`config.mk`:
```
export PLATFORM = sky130hd
export DESIGN_NAME = lcb_packet_gate
export DESIGN_NICKNAME = d
export VERILOG_FILES = /design/src/rtl/lcb_packet_gate.sv
export SDC_FILE = /design/constraint.sdc
export NUM_CORES = 1
export LEC_CHECK = 0
export ABC_AREA = 1
export ABC_CLOCK_PERIOD_IN_PS = 2700
export BUFFER_PORTS_ARGS = -buffer_cell sky130_fd_sc_hd__buf_2
export CAP_MARGIN = 20
export CORE_MARGIN = 2
export CORE_UTILIZATION = 55
export DETAILED_ROUTE_END_ITERATION = 8
export HOLD_SLACK_MARGIN = 0.12
export PLACE_DENSITY = 0.7
export REMOVE_ABC_BUFFERS = 1
export SYNTH_ARGS = -nofsm -noshare
export SYNTH_HDL_FRONTEND = slang
export SYNTH_SLANG_ARGS = --single-unit
```
`constraint.sdc`:
```
create_clock -name clk -period 2.7 [get_ports clk]
set_input_delay 0.135 -clock clk [delete_from_list [all_inputs] [get_ports clk]]
set_output_delay 0.135 -clock clk [all_outputs]
set_load 0.03 [all_outputs]
```
`src/rtl/lcb_packet_gate.sv`:
```
// lcb_packet_gate: collects UART bytes into fixed-length LCB packets in a two-bank
// ping-pong store and replays complete packets as stretched, gap-separated rxValid strobes.
module lcb_packet_gate #(
    parameter int DATA_W  = 8,
    parameter int PKT_LEN = 15,
    parameter int TIMEOUT = 2000,
    parameter int HOLD    = 4,
    parameter int GAP     = 16
) (
    input  logic              clk,
    input  logic              reset,
    input  logic [DATA_W-1:0] uartData,
    input  logic              uartValid,
    output logic [DATA_W-1:0] rawData,
    output logic              rxValid,
    output logic              busy,
    output logic              pktOk,
    output logic              pktDrop,
    output logic [7:0]        dropCnt
);
    localparam int IDX_W  = (PKT_LEN > 1) ? $clog2(PKT_LEN) : 1;
    localparam int PH_MAX = (HOLD > GAP) ? HOLD : GAP;
    localparam int PH_W   = $clog2(PH_MAX + 1);
    localparam logic [IDX_W-1:0] LAST_IDX = IDX_W'(PKT_LEN - 1);
    localparam logic [PH_W-1:0]  HOLD_END = PH_W'(HOLD - 1);
    localparam logic [PH_W-1:0]  GAP_END  = PH_W'(GAP - 1);
    localparam logic [15:0]      TMO_VAL  = 16'(TIMEOUT);

    typedef enum logic [1:0] {S_IDLE, S_LOAD, S_HOLD, S_GAP} rd_state_t;

    logic [DATA_W-1:0] r_mem [2][PKT_LEN];
    logic [1:0]        r_full;

    logic              r_wr_bank;
    logic [IDX_W-1:0]  r_wr_idx;
    logic [15:0]       r_idle_cnt;
    logic              r_discard;
    logic              r_pkt_ok;
    logic              r_pkt_drop;
    logic [7:0]        r_drop_cnt;

    rd_state_t         r_state;
    logic              r_rd_bank;
    logic [IDX_W-1:0]  r_rd_idx;
    logic [PH_W-1:0]   r_ph_cnt;
    logic [DATA_W-1:0] r_raw;
    logic              r_rx_valid;
    logic              r_busy;

    logic              w_ovf;
    logic              w_take;
    logic              w_wr_last;
    logic              w_idle_run;
    logic              w_tmo;
    logic              w_tmo_drop;
    logic [1:0]        w_full_set;
    logic [1:0]        w_full_clr;

    rd_state_t         w_state_nx;
    logic [IDX_W-1:0]  w_rd_idx_nx;
    logic [PH_W-1:0]   w_ph_cnt_nx;
    logic              w_rd_free;
    logic              w_load;

    // Overflow looks at the registered full flag, so a bank freed this same cycle still counts as busy.
    assign w_ovf      = uartValid && !r_discard && (r_wr_idx == '0) && r_full[r_wr_bank];
    assign w_take     = uartValid && !r_discard && !w_ovf;
    assign w_wr_last  = w_take && (r_wr_idx == LAST_IDX);
    assign w_idle_run = (r_wr_idx != '0) || r_discard;
    assign w_tmo      = w_idle_run && !uartValid && (r_idle_cnt == TMO_VAL);
    assign w_tmo_drop = w_tmo && !r_discard;
    assign w_full_set = w_wr_last ? (2'b01 << r_wr_bank) : 2'b00;
    assign w_full_clr = w_rd_free ? (2'b01 << r_rd_bank) : 2'b00;

    always_ff @(posedge clk) begin
        if (w_take) begin
            r_mem[r_wr_bank][r_wr_idx] <= uartData;
        end
    end

    always_ff @(posedge clk) begin
        if (reset) begin
            r_full     <= 2'b00;
            r_wr_bank  <= 1'b0;
            r_wr_idx   <= '0;
            r_idle_cnt <= '0;
            r_discard  <= 1'b0;
            r_pkt_ok   <= 1'b0;
            r_pkt_drop <= 1'b0;
            r_drop_cnt <= '0;
        end else begin
            r_full     <= (r_full | w_full_set) & ~w_full_clr;
            r_pkt_ok   <= w_wr_last;
            r_pkt_drop <= w_ovf || w_tmo_drop;
            if (w_ovf || w_tmo_drop) begin
                r_drop_cnt <= r_drop_cnt + 8'd1;
            end
            if (uartValid || w_tmo) begin
                r_idle_cnt <= '0;
            end else if (w_idle_run) begin
                r_idle_cnt <= r_idle_cnt + 16'd1;
            end
            if (w_ovf) begin
                r_discard <= 1'b1;
            end else if (w_tmo && r_discard) begin
                r_discard <= 1'b0;
            end
            if (w_take) begin
                if (w_wr_last) begin
                    r_wr_idx  <= '0;
                    r_wr_bank <= ~r_wr_bank;
                end else begin
                    r_wr_idx <= r_wr_idx + IDX_W'(1);
                end
            end else if (w_tmo_drop) begin
                r_wr_idx <= '0;
            end
        end
    end

    always_comb begin
        w_state_nx  = r_state;
        w_rd_idx_nx = r_rd_idx;
        w_ph_cnt_nx = r_ph_cnt;
        w_rd_free   = 1'b0;
        w_load      = 1'b0;
        case (r_state)
            S_IDLE: begin
                if (r_full[r_rd_bank]) begin
                    w_rd_idx_nx = '0;
                    w_state_nx  = S_LOAD;
                end
            end
            S_LOAD: begin
                w_load      = 1'b1;
                w_ph_cnt_nx = '0;
                w_state_nx  = S_HOLD;
            end
            S_HOLD: begin
                if (r_ph_cnt == HOLD_END) begin
                    w_ph_cnt_nx = '0;
                    w_state_nx  = S_GAP;
                end else begin
                    w_ph_cnt_nx = r_ph_cnt + PH_W'(1);
                end
            end
            S_GAP: begin
                if (r_ph_cnt == GAP_END) begin
                    w_ph_cnt_nx = '0;
                    if (r_rd_idx == LAST_IDX) begin
                        w_rd_free  = 1'b1;
                        w_state_nx = S_IDLE;
                    end else begin
                        w_rd_idx_nx = r_rd_idx + IDX_W'(1);
                        w_state_nx  = S_LOAD;
                    end
                end else begin
                    w_ph_cnt_nx = r_ph_cnt + PH_W'(1);
                end
            end
            default: begin
                w_state_nx = S_IDLE;
            end
        endcase
    end

    // Strobe outputs are registered from the next state so they stay glitch-free.
    always_ff @(posedge clk) begin
        if (reset) begin
            r_state    <= S_IDLE;
            r_rd_bank  <= 1'b0;
            r_rd_idx   <= '0;
            r_ph_cnt   <= '0;
            r_raw      <= '0;
            r_rx_valid <= 1'b0;
            r_busy     <= 1'b0;
        end else begin
            r_state    <= w_state_nx;
            r_rd_idx   <= w_rd_idx_nx;
            r_ph_cnt   <= w_ph_cnt_nx;
            r_rx_valid <= (w_state_nx == S_HOLD);
            r_busy     <= (w_state_nx != S_IDLE);
            if (w_rd_free) begin
                r_rd_bank <= ~r_rd_bank;
            end
            if (w_load) begin
                r_raw <= r_mem[r_rd_bank][r_rd_idx];
            end
        end
    end

    assign rawData = r_raw;
    assign rxValid = r_rx_valid;
    assign busy    = r_busy;
    assign pktOk   = r_pkt_ok;
    assign pktDrop = r_pkt_drop;
    assign dropCnt = r_drop_cnt;

endmodule

```
======== Word-level counts from Yosys, hierarchy flattened ========
Memory sizes are Yosys's and may differ from the RTL's. A register that Yosys moved wholly into a read port is not among the register bits.
Index checks and enable logic that the tools add are counted.
storage, ports and cells
  output and inout port bits .............. 20
  RAM bits ................................ 240
  latch bits .............................. 0
  memories kept ........................... 1
  word-level logic and storage cells ...... 110
  register bits after elaboration ......... 56
  ROM bits ................................ 0
memories
  memory  depth  width  read ports  clocked after memory_dff  wr ports  RTL line  RTL
  r_mem   2      120    1           1                         1         31        logic [DATA_W-1:0] r_mem [2][PKT_LEN];
cells by class
  magnitude comparators ................... 5
  multiply operators ...................... 0
  add/subtract/negate cells ............... 5
  reductions and logical operators ........ 27
  bitwise logic cells ..................... 7
  eq/ne operators ......................... 12
  mux-type cells .......................... 36
  shift-type cells ........................ 2
  divide/modulo/power cells ............... 0
operator list
  operator                                                  count
  two-way mux 120 bit                                       1
  binary-select mux 8 bit (select 4 bit)                    1
  demux 8 bit (select 4 bit)                                1
  two-way mux 4 bit                                         6
  two-way mux 8 bit                                         3
  adder 16 x 1 -> 16 bit, second input constant             1
  == test 16 x 11 -> 1 bit, second input constant           1
  case mux 5 bit (3 select lines)                           1
  two-way mux 1 bit                                         14
  greater-or-equal comparator 5 bit, second input constant  2
  logical AND 1 bit                                         10
  two-way mux 2 bit                                         5
  two-way mux 5 bit                                         2
  NOT 4 -> 5 bit                                            2
  adder 4 x 1 -> 4 bit, second input constant               2
  adder 8 x 1 -> 8 bit, second input constant               1
  == test 4 bit, second input constant                      2
  case mux 2 bit (4 select lines)                           1
  case mux 4 bit (2 select lines)                           1
  nonzero test 2 bit                                        4
  == test 2 bit, second input constant                      3
  inequality test 2 bit, second input constant              3
  adder 5 x 1 -> 5 bit, second input constant               1
  == test 5 x 2 -> 1 bit, second input constant             1
  18 further kinds                                          25

======== Depth between registers and ports, before layout ========
  word-level depth ........................ 10
  gate-level depth with buffers ........... 14
  gate-level depth less buffers ........... 12

======== Worst setup path before layout ========
OpenSTA, ideal clock, no wires.
  path kind ............................... reg2reg
  start ................................... register r_wr_idx[0]
  end ..................................... memory r_mem[0][72] (netlist bit), enable pin
  path slack .............................. 0.597 ns
  data arrival time ....................... 1.732 ns
  buffers on the path ..................... 0
  setup time .............................. 0.370 ns
  required time ........................... 2.330 ns
  stages on the path, launching flop included .. 10
  cells stage by stage .................... dfxtp_1 > inv_1 > ha_1 > inv_1 > nor2_8 > nand3_2 > nand2_2 > nor2_1 > nand2_1 > nor2_1
on the way
  word-level cells in the longest chain between the ends .. 7
  elaborated cells between the ends (all ways) .. 13
RTL lines
  element                                                                    RTL line  RTL
  start, declared                                                            35        logic [IDX_W-1:0] r_wr_idx;
  start signal, assigned                                                     113       r_wr_idx <= r_wr_idx + IDX_W'(1);
  branches (longest 6 deep; another with greater-or-equal comparator 5 bit)  n/a
  two-way mux 120 bit (implied by the code) (*)                              77        r_mem[r_wr_bank][r_wr_idx] <= uartData;
  end, declared                                                              31
Mark *: on every way between the ends.

======== Final worst setup path ========
  start ................................... register r_wr_idx[0]
  end ..................................... memory r_mem[0][78] (netlist bit), enable pin
Same word-level chain as after synthesis.

==> impl_results.md <==
* IO buf count at 30
* # rows at between 50 and 60
* Critical path required time at roughly 3 ns
* Slew headroom at 0.4729
* Share of cells above drive strength 1 at 0.1072
* Final setup fails at 0
* Number of synthesized register bits at approximately 300
* Worst-Margin Slew at 0.7907 ns
* Status: completed
* Commonest non-fill, non-tap cell in the layout: nand2_1
* Crit Path Max Fanout at 8
* Tcrit/Tclk final at 0.9009
* Clk slew on worst S/H paths at 0.06 ns
* First-iteration detailed-routing DRC count at 835
* Worst path slowest cell: nor2_1
* Synth Area per Inst at 9.657 um^2
* Final Hold Vio Count at 0
* Register area at between 8000 and 9000 um^2
* Mapped Area at about 13000 um^2
* Warnings from Yosys at 0
* Clk buf depth at 3
* Root Driver: clkbuf_16
* Dpl cell area at around 14000 um^2
* Wire per inst at 17.47 um
* Drt first pass iters at 5
* Critical path type: flip-flop to flip-flop
* Logic pwr share at 0.024
* Fin nets at about 1400
* Post-CTS Hold Fix Bufs at 1
* DR vias at around 9000
* Pwr per Cell Area at slightly above 600 nW/um^2
* GPL Wtd Cong at between 0.8 and 0.9
* First-pass GRT wire length at between 40000 and 50000 um
* Antenna Violating Nets Remaining at 0
* Worst skew pair latency at between 0.5 and 0.6 ns
* CP Launch Point: r_wr_idx[0]
* Routed WL at roughly 31000 um
* Post-Syn Instances at approximately 1400
* Crit path launch type: flip-flop
* RSZ-0062 raised after global routing: false
* TritonCTS clock tree: done
* Detailed placer's ending HPWL at between 15000 and 20000 um
* Total die area at roughly 25000 um^2
* Vias per cell at approximately 5.3
* NetSw at ~1.8 mW
* Htree depth at 1
* Power share of the clock group at 0.432
* Crit path DAT at approximately 2.7 ns
* Final setup margin at between 0.2 and 0.3 ns
* Post_cts resized at 0
* Fill cell count at 1954
* Final Skew at approximately 0.014 ns
* GR Util All Layers at 0.2474
* Die H at between 150 and 200 um
* P_int at approximately 7.3 mW
* Grt total ovfl at 0
* Ports at 31
* Die width at around 160 um
* Clock Sinks at between 200 and 300
* Worst slack at placement at around 0.32 ns
* DRC at 0
* Seq/Total Area, Yosys at 0.6356
* Cell area after layout at about 15000 um^2
* Starting Density at 0.5595
* Net Sw Frac at 0.2010
* Flop pwr share at 0.544
* MaxCap Viol Count at 0
* Worst hold path type: input pin to flip-flop
* Postcts setup bufs at 0
* Initial antenna violation count at 0
* Fin. max-slew vios at 0
* CP cell instances: inv_1 > ha_1 > inv_1 > nor2_8 > nand3_2 > nand2_2 > nor2_1 > nand2_1 > nor2_1 > buf_4
* Min Tclk post-route at 2.432 ns
* Multi-input combinational cell area at about 3800 um^2
* Fmax at 411.1 MHz
* Hold Crit Start: uartValid
* # diodes at 0
* Worst vdd ir at about 0.00063 V
* Setup TNS at 0 ns
* Leakage power total at between 6 and 7 nW
* R2r setup slk at approximately 0.27 ns
* Area Growth Syn to Fin at 12.14%
* Critical Path Max Stage Delay at between 0.4 and 0.5 ns
* Final core utilization at 0.6275
* Most frequent cells in the layout: 418 x nand2_1, 240 x edfxtp_1, 176 x nand3_1
* Largest net degree at the start of global routing at 125
* Worst hold slack at approximately 0.13 ns
* CTS Buf Count at 30
* Vias in the first global route at between 8000 and 9000
* CORE AREA at 23470 um^2
* Crit. End Element: flip-flop
* Post-synth cell types at 40
* Worst reg2reg path startpoint: r_wr_idx[0]
==> cell type report <==
type                       count  share of cell area
sequential                   297              0.5672
multi-input combinational    831              0.2582
clock buffer                  44             0.06091
inverter                     177             0.04528
timing repair buffer          77             0.03772
tap                          319             0.02710
clock inverter                11            0.003653
==> worst max-delay path, delay by kind of cell, from the launching register on <==
family	cells	cell delay (ns)
adders and majority gates	1	0.20
buffers and inverters	3	0.41
DFF	1	0.42
and+or+nand+nor	6	1.10
==> cell usage after synthesis <==
library cell,instances,area share
nand2_1,418,0.12
edfxtp_1,240,0.55
nand3_1,176,0.067
inv_1,162,0.046
nor2_1,103,0.029
dfxtp_1,57,0.087
a21oi_1,34,0.013
buf_2,28,0.011
o21ai_0,18,0.0069
ha_1,14,0.013
clkbuf_1,11,0.0031
inv_2,10,0.0029
xor2_1,9,0.0060
buf_6,8,0.0069
nor3_1,8,0.0030
nand4_1,5,0.0024
o21ai_1,5,0.0019
xnor2_1,5,0.0033
buf_1,4,0.0011
buf_4,4,0.0023
clkinv_1,4,0.0011
nand3_2,4,0.0030
nor2_2,4,0.0019
nor3b_1,4,0.0023
or2_2,4,0.0019
nand2_2,3,0.0014
nand3b_1,2,0.0011
nand4_2,2,0.0019
o211ai_1,2,0.0011
o21a_1,2,0.0011
a21boi_2,1,0.00086
a31oi_1,1,0.00048
and2_1,1,0.00048
inv_4,1,0.00048
nand2_4,1,0.00086
nand2_8,1,0.0015
nor2_4,1,0.00086
nor2_8,1,0.0015
nor3_2,1,0.00076
or2_0,1,0.00048
==> final timing paths <==
path | endpoint | depth (start not counted)
max reg2reg | r_mem[0][78] | 10
min reg2reg | r_ph_cnt[3] | 2
min | r_idle_cnt[3] | 4
max | r_mem[0][78] | 10
==> kinds of logic (layout without fill, tap and decap cells) <==
family                   count (synthesis)  in the layout  synth area share
AO/OA/AOI/OAI                           63             63           0.02534
XOR/XNOR                                14             14          0.009336
adder cells (fa/ha/maj)                 14             14           0.01334
buffers and inverters                  232            309           0.07488
flip-flops                             297            297            0.6356
AND/OR/NAND/NOR                        740            740            0.2415
==> power by group through the flow <==
stage | registers [mW] | clock network, mW | logic, mW
after global routing | 4.97 | 4.18 | 0.239
after CTS | 4.97 | 4.00 | 0.221
after detailed placement | 5.07 | 0 | 0.218
after global placement | 5.07 | 0 | 0.215
after floorplan | 5.07 | 0 | 0.0879
final | 4.97 | 3.94 | 0.218
==> sequential cells by signal, summed over array words and instances, names as in the netlist, named ones only <==
name        cells
dropCnt         8
r_rd_idx        4
r_rd_bank       1
r_full          2
r_state         2
r_idle_cnt     16
pktDrop         1
pktOk           1
r_wr_bank       1
r_mem         240
rawData         8
r_wr_idx        4
rxValid         1
r_ph_cnt        5
r_discard       1
busy            1
==> per-stage QoR <==
step | instances | total power, mW
floorplan | 1305 | 5.159
global placement | 1700 | 5.285
detailed placement | 1700 | 5.290
CTS | 1756 | 9.192
global route | 1756 | 9.397
finish | 1756 | 9.138
==> routing by layer <==
layer / GRT usage / share of wire
met3: 0.04409 / 0.072
met1: 0.3234 / 0.41
met4: 0.08709 / 0.032
met2: 0.4184 / 0.48
met5: 0 / 0
Note: power is estimated with default switching activity, not from simulation.
